### src/rtl/miriscv_lsu_pipe.sv
// Load/store unit with a registered req/gnt/rvalid memory handshake, sub-word extraction and XLEN=32/64.
// Optional response watchdog and late-response drop are enabled by defining LSU_RESP_TIMEOUT_EN.
module miriscv_lsu_pipe #(
    parameter int XLEN        = 32,
    parameter int ADDR_W      = 32,
    parameter int TIMEOUT_CYC = 255
) (
    input  logic                clk,
    input  logic                rst_i,
    input  logic                lsu_req_i,
    input  logic                lsu_we_i,
    input  logic [2:0]          lsu_size_i,
    input  logic [ADDR_W-1:0]   lsu_addr_i,
    input  logic [XLEN-1:0]     lsu_data_i,
    output logic                lsu_stall_req_o,
    output logic [XLEN-1:0]     lsu_data_o,
    output logic                lsu_misalign_o,
    output logic                lsu_err_o,
    output logic                data_req_o,
    input  logic                data_gnt_i,
    input  logic                data_rvalid_i,
    input  logic                data_err_i,
    input  logic [XLEN-1:0]     data_rdata_i,
    output logic                data_we_o,
    output logic [XLEN/8-1:0]   data_be_o,
    output logic [ADDR_W-1:0]   data_addr_o,
    output logic [XLEN-1:0]     data_wdata_o
);
    localparam int BE_W  = XLEN / 8;
    localparam int OFF_W = $clog2(BE_W);

    if (XLEN != 32 && XLEN != 64) begin : g_bad_xlen
        $error("miriscv_lsu_pipe: XLEN must be 32 or 64");
    end
    if (TIMEOUT_CYC < 1 || TIMEOUT_CYC > 65535) begin : g_bad_timeout
        $error("miriscv_lsu_pipe: TIMEOUT_CYC must be in 1..65535");
    end

    typedef enum logic [1:0] {S_IDLE, S_REQ, S_RSP, S_DONE} state_e;

    state_e              state_q;
    logic [ADDR_W-1:0]   addr_q;
    logic [BE_W-1:0]     be_q;
    logic [XLEN-1:0]     wdata_q;
    logic                we_q;
    logic [2:0]          size_q;
    logic [OFF_W-1:0]    off_q;
    logic [XLEN-1:0]     rdata_q;
    logic                misalign_q;
    logic                err_q;
    logic                abort_q;

    logic                size_ok;
    logic                aligned;
    logic [BE_W-1:0]     mask;
    logic [BE_W-1:0]     be_d;
    logic [XLEN-1:0]     wdata_d;
    logic [ADDR_W-1:0]   addr_d;
    logic [XLEN-1:0]     rdata_sh;
    logic [XLEN-1:0]     load_ext;
    logic                abort_w;
    logic                timeout_w;
    logic                drop_q;

`ifdef LSU_RESP_TIMEOUT_EN
    logic [15:0]         cnt_q;
    assign timeout_w = (cnt_q >= 16'(TIMEOUT_CYC - 1));
`else
    assign timeout_w = 1'b0;
    assign drop_q    = 1'b0;
`endif

    // NOTE: every always_comb output gets a default first so no latch is inferred.
    always_comb begin
        size_ok = 1'b0;
        aligned = 1'b0;
        mask    = '0;
        wdata_d = lsu_data_i;
        case (lsu_size_i)
            3'd0, 3'd1, 3'd2: size_ok = 1'b1;
            3'd3:             size_ok = (XLEN == 64);
            3'd4, 3'd5:       size_ok = !lsu_we_i;
            3'd6:             size_ok = !lsu_we_i && (XLEN == 64);
            default:          size_ok = 1'b0;
        endcase
        case (lsu_size_i[1:0])
            2'd0: begin
                aligned = 1'b1;
                mask    = BE_W'(1);
                wdata_d = {BE_W{lsu_data_i[7:0]}};
            end
            2'd1: begin
                aligned = !lsu_addr_i[0];
                mask    = BE_W'(3);
                wdata_d = {(XLEN/16){lsu_data_i[15:0]}};
            end
            2'd2: begin
                aligned = (lsu_addr_i[1:0] == 2'b00);
                mask    = BE_W'(15);
                wdata_d = {(XLEN/32){lsu_data_i[31:0]}};
            end
            default: begin
                aligned = (lsu_addr_i[2:0] == 3'b000);
                mask    = '1;
            end
        endcase
    end

    assign be_d   = mask << lsu_addr_i[OFF_W-1:0];
    assign addr_d = {lsu_addr_i[ADDR_W-1:OFF_W], {OFF_W{1'b0}}};

    always_comb begin
        rdata_sh = data_rdata_i >> {off_q, 3'b000};
        case (size_q)
            3'd0:    load_ext = XLEN'($signed(rdata_sh[7:0]));
            3'd1:    load_ext = XLEN'($signed(rdata_sh[15:0]));
            3'd2:    load_ext = XLEN'($signed(rdata_sh[31:0]));
            3'd4:    load_ext = XLEN'(rdata_sh[7:0]);
            3'd5:    load_ext = XLEN'(rdata_sh[15:0]);
            3'd6:    load_ext = XLEN'(rdata_sh[31:0]);
            default: load_ext = rdata_sh;
        endcase
    end

    // A core that withdraws its request still lets the bus transfer finish; the result is dropped.
    assign abort_w = abort_q || !lsu_req_i;

    // NOTE: state is updated with non-blocking assignments only, so every read sees the pre-edge value.
    always_ff @(posedge clk) begin
        if (rst_i) begin
            state_q    <= S_IDLE;
            addr_q     <= '0;
            be_q       <= '0;
            wdata_q    <= '0;
            we_q       <= 1'b0;
            size_q     <= '0;
            off_q      <= '0;
            rdata_q    <= '0;
            misalign_q <= 1'b0;
            err_q      <= 1'b0;
            abort_q    <= 1'b0;
`ifdef LSU_RESP_TIMEOUT_EN
            cnt_q      <= '0;
            drop_q     <= 1'b0;
`endif
        end else begin
            misalign_q <= 1'b0;
            err_q      <= 1'b0;
`ifdef LSU_RESP_TIMEOUT_EN
            if (state_q == S_REQ || state_q == S_RSP) cnt_q <= cnt_q + 16'd1;
            if (drop_q && data_rvalid_i) drop_q <= 1'b0;
`endif
            case (state_q)
                S_IDLE: begin
                    if (lsu_req_i && !drop_q) begin
                        if (size_ok && aligned) begin
                            addr_q  <= addr_d;
                            be_q    <= be_d;
                            wdata_q <= wdata_d;
                            we_q    <= lsu_we_i;
                            size_q  <= lsu_size_i;
                            off_q   <= lsu_addr_i[OFF_W-1:0];
                            abort_q <= 1'b0;
                            state_q <= S_REQ;
`ifdef LSU_RESP_TIMEOUT_EN
                            cnt_q   <= '0;
`endif
                        end else begin
                            misalign_q <= 1'b1;
                            state_q    <= S_DONE;
                        end
                    end
                end
                S_REQ: begin
                    if (!lsu_req_i) abort_q <= 1'b1;
                    if (data_gnt_i) begin
                        state_q <= S_RSP;
                    end else if (timeout_w) begin
                        state_q <= abort_w ? S_IDLE : S_DONE;
                        err_q   <= !abort_w;
                    end
                end
                S_RSP: begin
                    if (!lsu_req_i) abort_q <= 1'b1;
                    if (data_rvalid_i) begin
                        if (abort_w) begin
                            state_q <= S_IDLE;
                        end else begin
                            state_q <= S_DONE;
                            if (data_err_i) begin
                                err_q   <= 1'b1;
                                rdata_q <= '0;
                            end else if (!we_q) begin
                                rdata_q <= load_ext;
                            end
                        end
                    end else if (timeout_w) begin
                        state_q <= abort_w ? S_IDLE : S_DONE;
                        err_q   <= !abort_w;
`ifdef LSU_RESP_TIMEOUT_EN
                        drop_q  <= 1'b1;
`endif
                    end
                end
                default: state_q <= S_IDLE;
            endcase
        end
    end

    assign lsu_stall_req_o = lsu_req_i && (state_q != S_DONE);
    assign lsu_data_o      = rdata_q;
    assign lsu_misalign_o  = misalign_q;
    assign lsu_err_o       = err_q;
    assign data_req_o      = (state_q == S_REQ) && !rst_i;
    assign data_we_o       = we_q;
    assign data_be_o       = be_q;
    assign data_addr_o     = addr_q;
    assign data_wdata_o    = wdata_q;
endmodule

### config.mk
export PLATFORM = sky130hd
export DESIGN_NAME = miriscv_lsu_pipe
export DESIGN_NICKNAME = d
export VERILOG_FILES = /design/src/rtl/miriscv_lsu_pipe.sv
export SDC_FILE = /design/constraint.sdc
export NUM_CORES = 1
export LEC_CHECK = 0
export CAP_MARGIN = 10
export CORE_MARGIN = 4
export CORE_UTILIZATION = 44
export CTS_BUF_LIST = sky130_fd_sc_hd__clkbuf_4
export DETAILED_ROUTE_END_ITERATION = 10
export HOLD_SLACK_MARGIN = 0.12
export PLACE_DENSITY = 0.83
export SYNTH_ARGS = -nofsm -noshare
export SYNTH_HDL_FRONTEND = slang
export SYNTH_SLANG_ARGS = --single-unit
### constraint.sdc
create_clock -name clk -period 2.3 [get_ports clk]
set_input_delay 0.46 -clock clk [delete_from_list [all_inputs] [get_ports clk]]
set_output_delay 0.46 -clock clk [all_outputs]
set_load 0.03 [all_outputs]
==> results of run 1 <==
stage by stage:
step,util (%),hold WS [ps],power [mW]
6_report,67.5,444,4.87
5_1_grt,67.5,432,5.14
4_1_cts,67.5,405,4.91
3_5_place_dp,66.0,447,3.84
3_3_place_gp,66.0,440,3.77
2_1_floorplan,-,445,3.14
kinds of logic (layout without fill, tap and decap cells):
kind of cell	Yosys count	in the layout	share of synthesized area, %
mux	44	44	11.5
other cells	1	2	0.0770
flops	109	109	44.8
buf+inv	50	258	4.98
fa+ha+maj	4	4	1.03
compound gates	143	143	20.0
simple gates	192	192	17.6
layer usage:
layer | up-vias | wire (um) | track usage, %
met5 | - | 0 | 0
met4 | 0 | 560 | 11.9
met3 | 39 | 1660 | 9.73
met2 | 229 | 7500 | 40.8
met1 | 2309 | 5670 | 25.8
li1 | 2333 | - | -
state kept, by name (all words and copies together) (netlist names), 2 cells and up:
signal        count
data_wdata_o     32
data_be_o         4
state_q           2
lsu_data_o       32
size_q            3
data_addr_o      30
off_q             2
power groups by stage:
stage          logic [mW]  registers, mW  clock network, mW
6_report             1.65           2.15               1.07
5_1_grt              1.79           2.17               1.17
4_1_cts              1.65           2.15               1.11
3_5_place_dp         1.65           2.19                  0
3_3_place_gp         1.59           2.18                  0
2_1_floorplan       0.712           2.43                  0
synthesized netlist by cell type (10+ instances only):
| cell | n | area share, % |
|---|---|---|
| sky130_fd_sc_hd__a21oi_1 | 57 | 5.9 |
| sky130_fd_sc_hd__clkbuf_1 | 16 | 1.2 |
| sky130_fd_sc_hd__dfxtp_1 | 109 | 45 |
| sky130_fd_sc_hd__mux2i_1 | 21 | 4.3 |
| sky130_fd_sc_hd__buf_2 | 14 | 1.4 |
| sky130_fd_sc_hd__a311oi_1 | 10 | 1.8 |
| sky130_fd_sc_hd__a22oi_1 | 16 | 2.5 |
| sky130_fd_sc_hd__mux2_1 | 10 | 2.3 |
| sky130_fd_sc_hd__nor2_1 | 33 | 2.5 |
| sky130_fd_sc_hd__nand2_1 | 127 | 9.8 |
worst max path at each step:
stage                                 to  cells past startpoint  slack (ps)
after floorplan               data_req_o                      3         500
after global placement    lsu_data_o[14]                      5          10
after detailed placement  lsu_data_o[10]                      5         -50
after CTS                     data_req_o                      4         150
after global routing          data_req_o                      3          80
final                         data_req_o                      4         180
critical path: stages, from the launching register on:
cell                            delay, ps
sky130_fd_sc_hd__dfxtp_1              410
sky130_fd_sc_hd__inv_1                 90
sky130_fd_sc_hd__ha_1                 220
sky130_fd_sc_hd__nor2b_1              130
sky130_fd_sc_hd__dlygate4sd2_1        350
final cells by class:
| cell class | count | area, sq um | share of cell area [%] |
|---|---|---|---|
| tap | 140 | 175 | 2.40 |
| multi-input combinational | 385 | 2460 | 33.7 |
| timing repair buffer | 234 | 2310 | 31.5 |
| sequential | 109 | 2180 | 29.8 |
| inverter | 8 | 30.0 | 0.411 |
| clock inverter | 7 | 90.1 | 1.23 |
| clock buffer | 9 | 67.6 | 0.924 |
==> results.cfg, run 1 <==
[clocking]
cts_resized = 1
number_of_buffers_created_by_cts = 9
cts_hold_buffers = 0
clock-root-buffer = sky130_fd_sc_hd__clkbuf_4
postCtsSetupBuffers = 0
clk_pin_slew_worst_paths_ps = 160
clk-insertion-delay-late_ps = 480
clk_path_buf_depth = 2
clock-sinks = 109
tritoncts = built
cts.htree.levels = 3

[hold_path]
worst_hold_path_type = in -> reg
holdPathStages = 3
min_to = lsu_data_o[4]
worstHoldStart = rst_i

[floorplan]
die_area_sq_um = 12800
ioPinCount = 211
placementRows = 38
placeableCoreArea_sq_um = 10800
die-height_um = 113
die_width_um = 113
initial_core_util_pct = 44.9

[power_and_ir_drop]
share_clk_of_total_power_pct = 22.0
power.sequential.fraction_pct = 44.2
p_sw_mw = 1.64
p_leak_nw = 2.72
power.combinational.fraction_pct = 33.8
sw_frac_of_total_pct = 33.7
power_per_cell_area_nw_per_um2 = 666
vdd_drop_max_uv = 456
p_int_mw = 3.23

[logic_synthesis]
syn-instance-count = 543
synth_async_sr_flop_share_pct = 0
synth_seq_area_share_pct = 44.8
number_of_different_library_cells_in_the_post_synthesis_netlist = 48
synth-edff-count = 0
post_synth_instance_area_sq_um = 4870
avgSynthCellArea_sq_um = 8.97
synth_flop_cell = sky130_fd_sc_hd__dfxtp_1
yosys_register_bits = 109
yosys_warnings = 0

[critical_path]
worst-r2r-setup-slack_ps = 330
regToRegEndpoint = lsu_data_o[21]
critical_path_class = reg -> out
worst_r2r_path_depth = 5
cp_data_arrival_time_ps = 1660
worst_setup_path_end_kind = output port
critical_path_startpoint_category = flop
cp.required_ps = 1840
worst_path_maximum_fanout = 4
critical_path.startpoint = state_q[1]
r2r-start = off_q[1]

[cells_and_area]
layout-drive-gt1-share_pct = 8.64
final_cell_mix = sky130_fd_sc_hd__clkdlybuf4s50_1 (205), sky130_fd_sc_hd__nand2_1 (127), sky130_fd_sc_hd__dfxtp_1 (109)
final_common_cell = sky130_fd_sc_hd__clkdlybuf4s50_1
fill_cells = 840
area_growth_pct = 50.1
layout.cells.non_filler = 892
stdcell_area_sq_um = 7310
number_of_nets_in_the_final_layout = 857
antennaDiodeCount = 0

[route]
post_drt_via_cell_ratio = 5.50
ant_nets = 0
detail_route.wirelength_um = 15400
drt_iter0_markers = 215
routed_wire_length_per_instance_um = 17.3
drc = 0
detailedRoute.firstPassIterationCount = 5
routed-via-count = 4910

[sta]
maxClockFrequency_mhz = 472
clock-skew-final_ps = 15.0
timing_max_transition_violations_final = 0
worst_slew_pin_slew_ps = 879
finalSetupViolCount = 0
final.setup.worst_slack_ps = 183
timing.max_slew.rel_slack_pct = 41.3
grt_setup_unrepaired = no
min_period_ps = 2120
timing.setup.tns_ps = 0
finalHoldViolCount = 0
min_period_over_period_pct = 92.0

[status]
run_status = finished, final reports clean

[grt]
overall_global_routing_resource_usage_pct = 24.0
maximum_number_of_pins_on_one_net_before_global_route_repair = 68
grt-ovfl-total = 0
first_global_vias = 5019
antenna_found_initial = 0
wire_length_of_the_first_global_routing_pass_um = 24900

[place]
finalWeightedCongestion = 0.904
preCtsSetupSlack_ps = -45.1
post_detailed_placement_half_perimeter_wirelength_um = 11600
placedInstanceArea_sq_um = 7160
cell_count_after_placement = 876
io_buffer_count = 208

[job]
drv_cap = 0
(Power assumes the default switching activity.)
==> inputs of run 2 (changes only) <==
Settings changed: CORE_MARGIN 4 to 5, HOLD_SLACK_MARGIN 0.12 to 0.08.
==> run 2 against run 1 <==
  * Sequential power barely moved
  * Sequential share of layout area fell by 0.081 points
  * Critical path depth did not move
  * Maximum frequency fell by 1.9%
  * Cell count rose by 0.45%
  * Register-to-register slack barely moved
  * Utilization rose by 0.18 points
  * Clock-buffer cell count did not move
  * Flip-flop and latch count did not move
  * Non-clock buffer count rose by 4
  * Die area rose by 3.6%
  * Power fell by 1.3%
==> results.cfg, run 2 (synthesized netlist as in run 1, its figures left out) <==
[status]
run_status = finished, final reports clean

[sta]
min_period_over_period_pct = 93.8
maxClockFrequency_mhz = 464
timing.max_slew.rel_slack_pct = 46.8
finalSetupViolCount = 0
final.setup.worst_slack_ps = 143
timing_max_transition_violations_final = 0
timing.setup.tns_ps = 0
finalHoldViolCount = 0
worst_slew_pin_slew_ps = 796
grt_setup_unrepaired = no
min_period_ps = 2160
clock-skew-final_ps = 23.7

[floorplan]
die-height_um = 115
placementRows = 38
ioPinCount = 211
die_area_sq_um = 13300
placeableCoreArea_sq_um = 10800
die_width_um = 115
initial_core_util_pct = 44.9

[grt]
overall_global_routing_resource_usage_pct = 23.6
first_global_vias = 5110
maximum_number_of_pins_on_one_net_before_global_route_repair = 63
wire_length_of_the_first_global_routing_pass_um = 25200
antenna_found_initial = 0
grt-ovfl-total = 0

[cells_and_area]
stdcell_area_sq_um = 7330
number_of_nets_in_the_final_layout = 861
layout-drive-gt1-share_pct = 9.13
area_growth_pct = 50.5
antennaDiodeCount = 0
final_cell_mix = sky130_fd_sc_hd__clkdlybuf4s50_1 (205), sky130_fd_sc_hd__nand2_1 (127), sky130_fd_sc_hd__dfxtp_1 (109)
final_common_cell = sky130_fd_sc_hd__clkdlybuf4s50_1
layout.cells.non_filler = 896

[clocking]
cts_hold_buffers = 0
cts.htree.levels = 3
clk_pin_slew_worst_paths_ps = 170
postCtsSetupBuffers = 0
number_of_buffers_created_by_cts = 9
clk-insertion-delay-late_ps = 460
clk_path_buf_depth = 2
tritoncts = built
clock-sinks = 109
clock-root-buffer = sky130_fd_sc_hd__clkbuf_4

[critical_path]
critical_path.max_stage_delay_ps = 400
cp_data_arrival_time_ps = 1700
regToRegEndpoint = lsu_data_o[9]
critPathTopFamily = buffers and inverters
worst_path_maximum_fanout = 4
critical_path_startpoint_category = flop
worst_r2r_path_depth = 4
cp.required_ps = 1840
critical_path_class = reg -> out
crit_chain = inv_1 > ha_1 > nor2b_1 > dlygate4sd2_1
worst_path_max_delay_cell = sky130_fd_sc_hd__dlygate4sd2_1
worst-r2r-setup-slack_ps = 320
worst_setup_path_end_kind = output port
r2r-start = off_q[1]
critical_path_buf_inv_count = 2

[power_and_ir_drop]
share_clk_of_total_power_pct = 20.3
power_mw = 4.81
sw_frac_of_total_pct = 34.5
p_leak_nw = 2.72
vdd_drop_max_uv = 357
power_per_cell_area_nw_per_um2 = 656
p_sw_mw = 1.66
power.sequential.fraction_pct = 44.7
power.combinational.fraction_pct = 35.0
p_int_mw = 3.15

[hold_path]
worst_hold_path_type = reg -> reg
worstHoldStart = data_addr_o[20]
holdPathStages = 2
min_to = data_addr_o[20]

[place]
io_buffer_count = 208
preCtsSetupSlack_ps = -81.6
cell_count_after_placement = 880
post_detailed_placement_half_perimeter_wirelength_um = 12200
finalWeightedCongestion = 0.908
placedInstanceArea_sq_um = 7190

[route]
routed_wire_length_per_instance_um = 17.6
routed-via-count = 4944
drt_iter0_markers = 283
detailedRoute.firstPassIterationCount = 5
drc = 0
post_drt_via_cell_ratio = 5.52
ant_nets = 0
detail_route.wirelength_um = 15800

[job]
drv_cap = 0
==> run 2: cell types whose count changed in the layout (fill, tap and decap cells not counted) <==
cell and delta:
sky130_fd_sc_hd__clkinvlp_4 +2, sky130_fd_sc_hd__o21ba_4 +1, sky130_fd_sc_hd__inv_6 +1, sky130_fd_sc_hd__o21ba_2 -1, sky130_fd_sc_hd__clkinv_2 -2, sky130_fd_sc_hd__bufinv_16 -1, sky130_fd_sc_hd__buf_4 +4
==> run 2: worst max path at each step <==
stage,start,endpoint,slack [ps],cells past startpoint
CTS,state_q[1],data_req_o,130,4
global placement,data_rdata_i[31],lsu_data_o[14],10,5
finish,state_q[1],data_req_o,140,4
global route,state_q[1],data_req_o,40,4
floorplan,rst_i,data_req_o,500,3
detailed placement,data_rdata_i[31],lsu_data_o[9],-80,5
==> run 2: stage by stage <==
step	hold WS [ps]	utilization (%)
global placement	441	66.3
CTS	466	67.6
detailed placement	449	66.3
floorplan	445	-
finish	466	67.6
global route	469	67.6
==> run 2: power groups by stage <==
| stage | Clock [mW] | Combinational (mW) | Sequential [mW] |
|---|---|---|---|
| 2_1_floorplan | 0 | 0.712 | 2.43 |
| 3_3_place_gp | 0 | 1.63 | 2.18 |
| 3_5_place_dp | 0 | 1.68 | 2.19 |
| 4_1_cts | 1.00 | 1.68 | 2.15 |
| 5_1_grt | 1.09 | 1.81 | 2.17 |
| 6_report | 0.977 | 1.68 | 2.15 |
==> run 2: area by class of cell <==
cell class / count / area, sq um
Clock buffer: 9 / 67.6
Clock inverter: 7 / 73.8
Fill cell: 857 / 3510
Inverter: 8 / 30.0
Multi-Input combinational cell: 385 / 2470
Sequential cell: 109 / 2180
Tap cell: 140 / 175
Timing Repair Buffer: 238 / 2340
==> run 2: per-layer routing <==
metal | up-vias | share of wire, % | global-route usage (%)
met1 | 2354 | 37 | 25.3
met4 | 0 | 2.6 | 9.23
met2 | 219 | 50 | 42.1
met5 | - | 0 | 0
met3 | 28 | 11 | 8.63
li1 | 2343 | - | -
==> run 2: worst min-delay path: cells and delay by family (launching register included) <==
kind | cells | cell delay [ps]
compound gates | 1 | 50
flops | 1 | 340
simple gates | 1 | 50
==> run 2: timing repair <==
| action | in CTS | in global routing |
|---|---|---|
| endpoints found under the hold margin | 0 | 0 |
| setup endpoints to repair | 1 | 0 |
| gates resized for setup | 1 | 0 |
